## src/rtl/sms_preload_ctrl.sv

```systemverilog
// SMS SRAM image preloader: streams words into ISRAM or SMS0 with byte-swapped lanes, then releases the CPU.
// Optional macro SMS_PRELOAD_ZERO_FILL_EN zero-fills the rest of the target SRAM after the image.
module sms_preload_ctrl #(
  parameter int ADDR_W = 14,
  parameter int DEPTH  = 16384
) (
  input  logic              hclk,
  input  logic              hrst,
  input  logic              start,
  input  logic              tgt_sel,
  input  logic [ADDR_W:0]   word_cnt,
  input  logic              s_valid,
  output logic              s_ready,
  input  logic [31:0]       s_data,
  output logic              mem_isram_cs,
  output logic              mem_dsram_cs,
  output logic [3:0]        mem_wen,
  output logic [ADDR_W-1:0] mem_addr,
  output logic [31:0]       mem_wdata,
  output logic              busy,
  output logic              done,
  output logic              err,
  output logic              cpu_rst_hold
);

  typedef enum logic [1:0] {IDLE, LOAD, FILL, DONE} state_t;

  localparam logic [ADDR_W:0] DEPTH_C = (ADDR_W+1)'(DEPTH);
  localparam logic [ADDR_W:0] ONE     = (ADDR_W+1)'(1);

  state_t          state;
  logic [ADDR_W:0] cnt;
  logic [ADDR_W:0] wcnt;
  logic            tgt;
  logic [ADDR_W:0] cnt_nxt;

  assign cnt_nxt = cnt + ONE;

  always_ff @(posedge hclk) begin
    if (hrst) begin
      state        <= IDLE;
      cnt          <= '0;
      wcnt         <= '0;
      tgt          <= 1'b0;
      s_ready      <= 1'b0;
      mem_isram_cs <= 1'b0;
      mem_dsram_cs <= 1'b0;
      mem_wen      <= 4'h0;
      mem_addr     <= '0;
      mem_wdata    <= '0;
      busy         <= 1'b0;
      done         <= 1'b0;
      err          <= 1'b0;
      cpu_rst_hold <= 1'b1;
    end else begin
      // Write strobes and done are single-cycle pulses unless re-asserted below.
      mem_isram_cs <= 1'b0;
      mem_dsram_cs <= 1'b0;
      mem_wen      <= 4'h0;
      done         <= 1'b0;
      unique case (state)
        IDLE: begin
          if (start) begin
            if (word_cnt > DEPTH_C) begin
              err <= 1'b1;
            end else begin
              err          <= 1'b0;
              busy         <= 1'b1;
              cpu_rst_hold <= 1'b1;
              tgt          <= tgt_sel;
              wcnt         <= word_cnt;
              cnt          <= '0;
`ifdef SMS_PRELOAD_ZERO_FILL_EN
              if (word_cnt == '0) begin
                // Empty image: first zero write goes out right away.
                state        <= FILL;
                mem_isram_cs <= ~tgt_sel;
                mem_dsram_cs <= tgt_sel;
                mem_wen      <= 4'hF;
                mem_addr     <= '0;
                mem_wdata    <= '0;
                cnt          <= ONE;
              end else begin
                state   <= LOAD;
                s_ready <= 1'b1;
              end
`else
              state   <= LOAD;
              s_ready <= (word_cnt != '0);
`endif
            end
          end
        end
        LOAD: begin
          if (cnt == wcnt) begin
`ifdef SMS_PRELOAD_ZERO_FILL_EN
            if (cnt != DEPTH_C) begin
              state        <= FILL;
              mem_isram_cs <= ~tgt;
              mem_dsram_cs <= tgt;
              mem_wen      <= 4'hF;
              mem_addr     <= cnt[ADDR_W-1:0];
              mem_wdata    <= '0;
              cnt          <= cnt_nxt;
            end else begin
              state        <= DONE;
              done         <= 1'b1;
              busy         <= 1'b0;
              cpu_rst_hold <= 1'b0;
            end
`else
            state        <= DONE;
            done         <= 1'b1;
            busy         <= 1'b0;
            cpu_rst_hold <= 1'b0;
`endif
          end else if (s_valid && s_ready) begin
            mem_isram_cs <= ~tgt;
            mem_dsram_cs <= tgt;
            mem_wen      <= 4'hF;
            mem_addr     <= cnt[ADDR_W-1:0];
            mem_wdata    <= {s_data[7:0], s_data[15:8], s_data[23:16], s_data[31:24]};
            cnt          <= cnt_nxt;
            // Drop ready right after the last handshake so no extra word is taken.
            if (cnt_nxt == wcnt) s_ready <= 1'b0;
          end
        end
`ifdef SMS_PRELOAD_ZERO_FILL_EN
        FILL: begin
          if (cnt == DEPTH_C) begin
            state        <= DONE;
            done         <= 1'b1;
            busy         <= 1'b0;
            cpu_rst_hold <= 1'b0;
          end else begin
            mem_isram_cs <= ~tgt;
            mem_dsram_cs <= tgt;
            mem_wen      <= 4'hF;
            mem_addr     <= cnt[ADDR_W-1:0];
            mem_wdata    <= '0;
            cnt          <= cnt_nxt;
          end
        end
`endif
        DONE:    state <= IDLE;
        default: state <= IDLE;
      endcase
    end
  end

endmodule

```

## config.mk

```make
export PLATFORM = sky130hd
export DESIGN_NAME = sms_preload_ctrl
export DESIGN_NICKNAME = d
export VERILOG_FILES = /design/src/rtl/sms_preload_ctrl.sv
export SDC_FILE = /design/constraint.sdc
export NUM_CORES = 1
export LEC_CHECK = 0
export ABC_AREA = 1
export BUFFER_PORTS_ARGS = -buffer_cell sky130_fd_sc_hd__buf_2
export CAP_MARGIN = 30
export CELL_PAD_IN_SITES_DETAIL_PLACEMENT = 0
export CELL_PAD_IN_SITES_GLOBAL_PLACEMENT = 1
export CORE_MARGIN = 10
export CORE_UTILIZATION = 37
export DETAILED_ROUTE_END_ITERATION = 6
export GPL_ROUTABILITY_DRIVEN = 0
export GPL_TIMING_DRIVEN = 0
export PLACE_DENSITY_LB_ADDON = 0.1
export REMOVE_ABC_BUFFERS = 1
export SETUP_SLACK_MARGIN = 0.3
export SLEW_MARGIN = 10
export SYNTH_ARGS = -nofsm -noshare
export SYNTH_HDL_FRONTEND = slang
export SYNTH_SLANG_ARGS = --single-unit
```

## constraint.sdc

```tcl
create_clock -name hclk -period 2.4 [get_ports hclk]
set_input_delay 0.36 -clock hclk [delete_from_list [all_inputs] [get_ports hclk]]
set_output_delay 0.36 -clock hclk [all_outputs]
set_load 0.02 [all_outputs]
```

==> impl_results.md, run 1 <==
- Status: complete, no violations
- Per-cell routed wire length: roughly 15 um
- Placed insts: about 770
- Layout cells sized above 1: 0.303
- Leak Pwr: 2.15 nW
- Max-cap viol count: 0
- # setup viols final: 0
- Pins Over Slew Limit: 0
- Multi-input logic area: just under 2000 um^2
- Mapped Cells: between 500 and 600
- Max stage delay on crit path: roughly 0.48 ns
- CTS Buf Count: 9
- Seq/Total Area, Yosys: 0.436
- Remaining antenna violation count: 0
- Post-synth EDFFs: 0
- Worst hold path class: in -> reg
- Slew @ Worst Pin: roughly 0.76 ns
- Routing usage on met3: 0.0398
- Vias in the first global route: ~3700
- Fillers: between 1000 and 1500
- Latest clock arrival within the worst-skew pair: 0.37 ns
- DRT iter0 DRCs: between 150 and 200
- Slew HR: 0.490
- Clock Skews: about 0.013 ns
- Via Count: around 3900
- Register area: ~1800 um^2
- Top cell type's share of synthesized area: 0.436
- Critical path launch point type: input pin
- Cell area after synthesis: approximately 4000 um^2
- Yosys Warn Count: 0
- Die height: approximately 120 um
- WL final: 12400 um
- GR met2 Demand/Resource: 0.251
- Reg2Reg Setup Slack: between 0.4 and 0.5 ns
- CP Max Fanout: 19
- Final Hold Violating Endpoints: 0
- Peak VDD IR: between 0.0002 and 0.00025 V
- Count of state elements after synthesis: a little under 90
- I/O pin total: ~110
- CTS tree: done
- Clk slew on worst S/H paths: about 0.1 ns
- Final HPWL DP: a little over 8000 um
- Hold path endpoint: mem_wdata[1]
- Area leader, netlist: dfxtp_1
- Kind of critical path: in -> reg
- FF-to-FF Start: cnt[0]
- H-Tree Depth: 3
- Clock root cell: clkbuf_8
- CP max stage cell: nand3_2
- Cell variety after synth: 31
- Critical path, cell by cell: buf_2, nor4_2, nand4_1, nand2_1, nand3_2, a21oi_1, nor3_1
- Pre-CTS WS: -0.700 ns
- Pre-antenna DRT Iters: 4
- # diodes: 0
- Required time of the critical path: 2.64 ns
- Hold path cells: 3
- Reg2Reg Capture Point: s_ready
- Die Width: between 100 and 150 um
- Setup ws final: between 0.4 and 0.5 ns
- Total Routing Usage GR: 0.160
- Worst Min Path Start: s_data[25]
- Post-route non-filler standard cell count: slightly above 800
- WHS: ~0.22 ns
- Post-layout net count: slightly above 700
- Total grt overflow: 0
- GRT Max-Usage Layer: met2
- Area growth from synthesis to layout: 24.5%
- Largest net degree at the start of global routing: 47
- Worst Path Arrival: about 2.2 ns
- Core ar.: approximately 10000 um^2
- Worst-case clock buffer depth: 2
- Grt met1 use: 0.209
- Antenna violations before repair: 0
- Min Tclk post-route: between 1.5 and 2 ns
- First-pass GRT wire length: just under 20000 um
- Post-route DRC: 0
- Initial Util: 0.383
- Post-Syn Area per Cell: 7.19 um^2
- Die area: about 15000 um^2
- Final period util: 0.809
- Setup_tns: 0 ns
- RSZ-0062 raised after global routing: true
- Rows: 37
- Fmax: around 520 MHz
- Main flop type after synthesis: dfxtp_1
- I/O Buffers: about 110
- Drt via density: roughly 4.8
- Worst setup EP type: flip-flop
- Synth area leaders: dfxtp_1, nand2_1, a21oi_1
- Worst r2r path cells: 16
- Fraction of registers with async set/reset: 0
- Total Power: approximately 2.9 mW
- Pwr/cell area: ~580 nW/um^2
- Total clock sinks: 87
worst max-delay path by stage:
stage | start | to | slack (ns) | depth (start not counted)
floorplan | word_cnt[0] | cnt[13] | 0.14 | 8
global placement | word_cnt[10] | cnt[12] | -1.38 | 9
detailed placement | word_cnt[0] | cnt[12] | -0.70 | 9
CTS | cnt[7] | mem_addr[12] | 0.31 | 10
global route | cnt[0] | s_ready | 0.28 | 16
finish | word_cnt[10] | cnt[1] | 0.46 | 7
routing by layer:
layer | up-vias | wire length, um | share of wire
met5 | - | 0 | 0
met4 | 0 | 234 | 0.019
li1 | 2010 | - | -
met1 | 1785 | 5820 | 0.47
met2 | 85 | 5620 | 0.45
met3 | 16 | 695 | 0.056
kinds of logic after synthesis:
family / synth area share
AOI/OAI and AO/OA: 0.160
buffers and inverters: 0.0940
adders and majority gates: 0.00313
and+or+nand+nor: 0.285
DFF: 0.436
xor gates and xnor gates: 0.0216
cell usage in the layout (no fill, tap or decap), types with 2 or more instances in the layout:
cell type   synthesis  layout
dfxtp_2             0       9
dfxtp_4             0       2
o21ai_1             2       2
clkinv_1            3       3
clkinvlp_4          0       3
buf_4               6      15
inv_1              41      39
clkbuf_8            0       9
nor2_2              1       2
o21ai_0            33      33
inv_2               7       7
inv_8               0       2
nand3_2             0       2
nand3_4             1       3
nand2_1           162     161
nor3_1              6       6
buf_2               6     107
o21a_1              4       4
nand2_2            14      15
nand4_1             6       6
nor4_2              0       2
xnor2_1             3       3
dfxtp_1            87      76
inv_6               0       2
xor2_1              5       5
nor2_4              3       4
a21oi_2            11      11
nor2_1             33      31
a21oi_1            66      66
nand3_1            29      28
registers in the layout (all words and copies together), names as in the netlist, 2 cells and up:
register   flops
wcnt          15
mem_addr      14
mem_wdata     32
cnt           15
state          2
cell type report:
type / instances / area share
Sequential cell: 87 / 0.354
Multi-Input combinational cell: 391 / 0.397
Timing Repair inverter: 2 / 0.00226
Clock inverter: 6 / 0.0106
Inverter: 51 / 0.0408
Timing Repair Buffer: 123 / 0.136
Tap cell: 136 / 0.0342
Clock buffer: 10 / 0.0257
cell usage after synthesis, types with 7 or more instances:
library cell and instances:
nand2_1 162, dfxtp_1 87, a21oi_1 66, inv_1 41
nor2_1 33, o21ai_0 33, nand3_1 29, nand2_2 14
a21oi_2 11, clkbuf_1 11, inv_2 7
worst max-delay path: cells and delay by family:
kind	cells	cell delay, ns
buffers and inverters	1	0.11
AOI/OAI and AO/OA	1	0.30
and+or+nand+nor	5	1.41
power breakdown:
| part | switching [mW] | internal (mW) | total (mW) | leakage (nW) |
|---|---|---|---|---|
| clock network | 0.580 | 0.393 | 0.973 | 0.0854 |
| logic | 0.237 | 0.135 | 0.371 | 1.35 |
| registers | 0.0349 | 1.49 | 1.52 | 0.712 |
| total | 0.852 | 2.01 | 2.87 | 2.15 |
what timing repair did:
item,in CTS,in global routing
endpoints found under the hold margin,0,0
resized for setup,13,18
cloned,5,0
buffers inserted,2,12
pin swaps,2,3
endpoints found under the setup margin,80,54
hold buffers,0,0
metrics by stage:
step           area [um^2]   util
6_report              4970  0.477
5_1_grt               4970  0.477
4_1_cts               4830  0.464
3_5_place_dp          4540  0.436
3_3_place_gp          4520  0.434
2_1_floorplan         3810      -
(Power assumes the default switching activity.)
==> inputs of run 2 (changes only) <==
==> constraint.sdc (replaced) <==
create_clock -name hclk -period 2 [get_ports hclk]
set_input_delay 0.3 -clock hclk [delete_from_list [all_inputs] [get_ports hclk]]
set_output_delay 0.3 -clock hclk [all_outputs]
set_load 0.02 [all_outputs]
==> run 2 against run 1 <==
  * Power up 23%
  * First-iteration DRC count grew 3.6%
  * Register-to-register slack got worse by 0.31 ns
  * Cell area rose by 9.7%
  * Non-clock buffer count is 18 higher
  * Final cell count is 2.6% higher
  * Largest cell class unchanged
  * Sequential share of layout area is 2.8 points lower
  * Clock power is 21% higher
  * Hold slack worse by 0.064 ns
==> impl_results.md, run 2 (same netlist as run 1, synthesis figures left out) <==
- CTS tree: done
- Remaining antenna violation count: 0 (unchanged)
- DRT iter0 DRCs: 172 (+3.6%)
- Clock root cell: clkbuf_8
- Switching portion of total power: 0.305 (+0.00773)
- Psw: 1.08 mW (+27%)
- Biggest register: mem_wdata
- Critical path launch point type: flip-flop
- FF-to-FF Start: wcnt[1]
- Die height: 124 um (unchanged)
- Total Routing Usage GR: 0.168 (+0.00829)
- Clk slew on worst S/H paths: 0.10 ns (about the same)
- Rows: 37 (unchanged)
- Initial Util: 0.383 (unchanged)
- Register area: 1780 um^2 (+1.0%)
- Die Width: 124 um (unchanged)
- Total clock sinks: 87 (unchanged)
- Required time of the critical path: 2.31 ns (-0.33 ns)
- Layout cells sized above 1: 0.378 (+0.0747)
- Min Tclk post-route: around 1.8 ns
- Antenna violations before repair: 0 (unchanged)
- Slew @ Worst Pin: 0.597 ns (-0.164 ns)
- Area growth from synthesis to layout: 36.6%
- Drt via density: 4.93 (+1.9%)
- Clock Power Share: 0.332 (-0.008)
- Worst-case clock buffer depth: 2 (unchanged)
- Core ar.: 10400 um^2 (unchanged)
- Slew HR: 0.602 (+0.112)
- Final Hold Violating Endpoints: 0 (unchanged)
- Latest clock arrival within the worst-skew pair: 0.37 ns (about the same)
- Peak VDD IR: 0.000433 V (+74%)
- Vias in the first global route: 3924 (+4.9%)
- Most numerous cell on the critical path: nand2_4
- First-pass GRT wire length: 20200 um (+4.8%)
- Post-route DRC: 0 (unchanged)
- Leading cell type in the layout, fill and taps excluded: nand2_1
- Pins Over Slew Limit: 0 (unchanged)
- Max stage delay on crit path: 0.35 ns (-0.13 ns)
- Per-cell routed wire length: 16.5 um (+7.5%)
- Worst setup EP type: flip-flop
- # setup viols final: 0 (unchanged)
- Status: complete, no violations
- Final period util: 0.919
- Die area: 15300 um^2 (unchanged)
- Seq pwr share: 0.515 (-0.016)
- WL final: 13600 um (+10%)
- Post-layout net count: 739 (+2.9%)
- Biggest regs: mem_wdata (32), cnt (15), wcnt (15)
- Multi-input logic area: 2170 um^2 (+9.9%)
- Commonest cells after routing, fill and taps aside: nand2_1, buf_2, dfxtp_1, a21oi_1, inv_1
- Via Count: 4075 (+4.6%)
- Worst Min Path Start: s_data[25]
- CTS Buf Count: 9 (unchanged)
- Setup_tns: 0 ns (unchanged)
- Int Power: 2.46 mW (+22%)
- RSZ-0062 raised after global routing: true
- Fillers: 1060 (-4.6%)
- Pwr/cell area: 649 nW/um^2 (+13%)
- Largest net degree at the start of global routing: 47 (unchanged)
- Clock Skews: 0.0163 ns (+0.00331 ns)
- I/O pin total: 109 (unchanged)
- Worst hold path class: in -> reg
- Final HPWL DP: 8220 um (unchanged)
- CP max stage cell: dfxtp_2
- Pre-antenna DRT Iters: 5 (+1)
- Total grt overflow: 0 (unchanged)
- Kind of critical path: reg -> reg
- H-Tree Depth: 3 (unchanged)
- Cts hold-fix bufs: 0 (unchanged)
- I/O Buffers: 108 (unchanged)
- # diodes: 0 (unchanged)
- Worst Path Arrival: 2.14 ns (-0.04 ns)
- Utilization after layout: 0.523 (+0.0461)
- Comb power frac: 0.153 (+0.023)
- Setup crit start: wcnt[1]
- Max reg flops: 32 (unchanged)
- Critical path, cell by cell: xnor2_1, nand4_1, nor3_4, nand2_4, nand3_4, buf_12, nand2_4, a21oi_1, o21a_1
- Max-cap viol count: 0 (unchanged)
- Leak Pwr: 2.34 nW (+8.8%)
- CP Max Fanout: 7 (-12)
- Fmax: ~540 MHz
-- run 2: power by group through the flow --
stage | clock network, mW | logic, mW | registers, mW
after floorplan | 0 | 0.217 | 1.88
after global placement | 0 | 0.395 | 1.86
after detailed placement | 0 | 0.399 | 1.86
after CTS | 1.20 | 0.483 | 1.82
after global routing | 1.26 | 0.598 | 1.83
final | 1.18 | 0.542 | 1.82
-- run 2: worst max-delay path, delay by kind of cell, from the launching register on --
| kind | cells | cell delay, ns |
|---|---|---|
| XOR/XNOR | 1 | 0.19 |
| AO/OA/AOI/OAI | 2 | 0.27 |
| flip-flops | 1 | 0.35 |
| AND/OR/NAND/NOR | 5 | 0.81 |
| buffers and inverters | 1 | 0.15 |
-- run 2: final timing paths --
path | depth (start not counted) | to | slack, ns
worst max-delay path | 9 | cnt[6] | 0.16
worst min-delay path | 3 | mem_wdata[1] | 0.16
worst max register to register | 9 | cnt[6] | 0.16
worst min register to register | 1 | mem_isram_cs | 0.44
-- run 2: metrics by stage --
| stage | setup WS [ns] | area [um^2] | total power, mW | hold WS (ns) | std cells |
|---|---|---|---|---|---|
| global route | 0.0331 | 5450 | 3.69 | 0.157 | 827 |
| CTS | 0.180 | 5150 | 3.50 | 0.154 | 812 |
| detailed placement | -1.04 | 4540 | 2.26 | 0.420 | 771 |
| global placement | -1.72 | 4520 | 2.26 | 0.405 | 770 |
| finish | 0.162 | 5450 | 3.54 | 0.159 | 827 |
| floorplan | -0.203 | 3810 | 2.10 | 0.362 | 526 |
-- run 2: layout make-up --
type / count / area share
Clock buffer: 10 / 0.0234
Clock inverter: 6 / 0.00964
Inverter: 51 / 0.0372
Multi-Input combinational cell: 394 / 0.397
Sequential cell: 87 / 0.326
Tap cell: 136 / 0.0312
Timing Repair Buffer: 141 / 0.172
Timing Repair inverter: 2 / 0.00298
-- run 2: metal layers --
layer / vias to the layer above / global-route usage / wire length [um]
li1: 2065 / - / -
met1: 1882 / 0.219 / 6190
met5: - / 0 / 0
met3: 20 / 0.0389 / 829
met4: 0 / 0.0560 / 312
met2: 108 / 0.269 / 6320
-- run 2: timing repair --
action / CTS / global route
buffers inserted: 18 / 11
gates resized for setup: 73 / 35
endpoints found under the setup margin: 84 / 75
pin swaps: 9 / 10
cloned: 7 / 4
==> inputs of run 3 (changes only) <==
--- a/config.mk
+++ b/config.mk
@@ -15,6 +15,7 @@
 export DETAILED_ROUTE_END_ITERATION = 6
 export GPL_ROUTABILITY_DRIVEN = 0
 export GPL_TIMING_DRIVEN = 0
+export MAX_ROUTING_LAYER = met4
 export PLACE_DENSITY_LB_ADDON = 0.1
 export REMOVE_ABC_BUFFERS = 1
 export SETUP_SLACK_MARGIN = 0.3
==> run 3 against run 2 <==
  * Flip-flop and latch count unchanged
  * Cell area unchanged
  * Global-route usage up 0.50 points
  * Clock skew down 0.0026 ns
  * Sequential share of layout area unchanged
  * Sequential power about the same
  * Critical path depth unchanged
  * Critical endpoint unchanged
  * Largest power group unchanged
  * Highest routed layer unchanged
==> impl_results.md, run 3 (same netlist as run 1, synthesis figures left out) <==
- Fmax: 543 MHz (about the same)
- Utilization after layout: 0.523 (unchanged)
- Min Tclk post-route: 1.84 ns (+0.00171 ns)
- Rows: 37 (unchanged)
- Post-route DRC: 0 (unchanged)
- Final period util: 0.920 (about the same)
- Area growth from synthesis to layout: 36.6% (unchanged)
- Final HPWL DP: 8220 um (unchanged)
- Biggest register: mem_wdata
- Peak VDD IR: 0.000429 V (-0.98%)
- DRT iter0 DRCs: 178 (+3.5%)
- Max reg flops: 32 (unchanged)
- Leading cell type in the layout, fill and taps excluded: nand2_1
- RSZ-0062 raised after global routing: true
- Layout cells sized above 1: 0.378 (unchanged)
- Hold path endpoint: mem_wdata[1]
- Worst-case clock buffer depth: 2 (unchanged)
- Setup ws final: 0.160 ns (-0.00171 ns)
- FF-to-FF Start: wcnt[1]
- First-pass GRT wire length: 20200 um (about the same)
- Kind of critical path: reg -> reg
- WL final: 13700 um (+0.25%)
- Slew @ Worst Pin: 0.601 ns (+0.00357 ns)
- I/O pin total: 109 (unchanged)
- Reg2Reg Capture Point: cnt[6]
- Worst Min Path Start: s_data[25]
- Leak Pwr: 2.34 nW (unchanged)
- Final Hold Violating Endpoints: 0 (unchanged)
- Pins Over Slew Limit: 0 (unchanged)
- Die height: 124 um (unchanged)
- Worst r2r path cells: 9 (unchanged)
- Max stage delay on crit path: 0.36 ns (about the same)
- Status: complete, no violations
- H-Tree Depth: 3 (unchanged)
- I/O Buffers: 108 (unchanged)
- Pre-antenna DRT Iters: 4 (-1)
- Hold path cells: 3 (unchanged)
- Critical path launch point type: flip-flop
- Commonest cells after routing, fill and taps aside: nand2_1, buf_2, dfxtp_1, a21oi_1, inv_1
- Max-cap viol count: 0 (unchanged)
- Required time of the critical path: 2.31 ns (about the same)
- CTS tree: done
- Latest clock arrival within the worst-skew pair: 0.37 ns (about the same)
- Pre-CTS WS: -1.04 ns (unchanged)
- Pwr/cell area: 648 nW/um^2 (about the same)
- Antenna violations before repair: 0 (unchanged)
- Via Count: 4064 (-0.27%)
- Remaining antenna violation count: 0 (unchanged)
- Vias in the first global route: 3929 (+0.13%)
- Total Routing Usage GR: 0.173 (+0.00496)
- Multi-input logic area: 2170 um^2 (unchanged)
- CP Max Fanout: 7 (unchanged)
- Post-layout net count: 739 (unchanged)
- Critical path, cell by cell: xnor2_1, nand4_1, nor3_4, nand2_4, nand3_4, buf_12, nand2_4, a21oi_1, o21a_1
- Worst hold path class: in -> reg
- Slew HR: 0.600 (-0.00238)
- Clk slew on worst S/H paths: 0.10 ns (about the same)
- Clock root cell: clkbuf_8
- Per-cell routed wire length: 16.5 um (+0.25%)
- Die area: 15300 um^2 (unchanged)
- Biggest regs: mem_wdata (32), cnt (15), wcnt (15)
- Total clock sinks: 87 (unchanged)
- CP max stage cell: dfxtp_2
- Core ar.: 10400 um^2 (unchanged)
- Die Width: 124 um (unchanged)
- Drt via density: 4.91 (-0.27%)
- Largest net degree at the start of global routing: 47 (unchanged)
- # setup viols final: 0 (unchanged)
- Clock Skews: 0.0137 ns (-0.00257 ns)
- CTS Buf Count: 9 (unchanged)
- Total grt overflow: 0 (unchanged)
- # diodes: 0 (unchanged)
- Initial Util: 0.383 (unchanged)
- Register area: 1780 um^2 (unchanged)
- Reg2Reg Setup Slack: 0.16 ns (about the same)
- Worst Path Arrival: 2.15 ns (about the same)
- Worst setup EP type: flip-flop
- Fillers: 1060 (unchanged)
- Most numerous cell on the critical path: nand2_4
[run 3: cell counts in the layout (fill, tap and decap cells not counted)]
Identical to the previous run, type by type.
[run 3: repair_timing]
action,CTS,global route
gates resized for setup,73,35
cloned,7,4
pin swaps,9,10
buffers inserted,18,11
hold buffers,0,0
setup endpoints to repair,84,75
[run 3: cell type report]
cell class | instances | area share
multi-input cells | 394 | 0.397
flip-flops and latches | 87 | 0.326
repair buffers | 141 | 0.172
inverters | 51 | 0.0372
well taps | 136 | 0.0312
clock buffers | 10 | 0.0234
clock inverters | 6 | 0.00964
repair inverters | 2 | 0.00298
[run 3: worst max path at each step]
stage,start,endpoint,slack [ns],cells past startpoint
finish,wcnt[1],cnt[6],0.16,9
CTS,cnt[9],mem_wdata[10],0.18,9
global route,cnt[1],s_ready,0.03,12
global placement,word_cnt[10],cnt[12],-1.72,9
floorplan,word_cnt[0],cnt[13],-0.20,8
detailed placement,word_cnt[0],cnt[12],-1.04,9
[run 3: worst max-delay path: cells and delay by family (launching register included)]
family | cells | cell delay (ns)
AND/OR/NAND/NOR | 5 | 0.81
flip-flops | 1 | 0.36
AO/OA/AOI/OAI | 2 | 0.27
XOR/XNOR | 1 | 0.19
buffers and inverters | 1 | 0.15
[run 3: metrics by stage]
step | hold slack [ns] | std cells | total power [mW] | area, um^2 | setup TNS (ns)
floorplan | 0.362 | 526 | 2.10 | 3810 | -7.14
global placement | 0.405 | 770 | 2.26 | 4520 | -87.94
detailed placement | 0.420 | 771 | 2.26 | 4540 | -50.76
CTS | 0.154 | 812 | 3.50 | 5150 | 0
global route | 0.157 | 827 | 3.69 | 5450 | 0
finish | 0.163 | 827 | 3.54 | 5450 | 0
[run 3: power breakdown]
| part | internal (mW) | switching (mW) | total [mW] | leakage [nW] |
|---|---|---|---|---|
| sequential | 1.78 | 0.0424 | 1.82 | 0.715 |
| combinational | 0.208 | 0.334 | 0.541 | 1.54 |
| clock | 0.472 | 0.701 | 1.17 | 0.0854 |
| total | 2.46 | 1.08 | 3.54 | 2.34 |
[run 3: layer usage]
| layer | wire length, um | part of all wire | vias up | track usage |
|---|---|---|---|---|
| li1 | - | - | 2056 | - |
| met1 | 6350 | 0.46 | 1872 | 0.225 |
| met2 | 6310 | 0.46 | 115 | 0.268 |
| met3 | 703 | 0.051 | 21 | 0.0303 |
| met5 | 0 | 0 | - | - |
| met4 | 316 | 0.023 | 0 | 0.0560 |
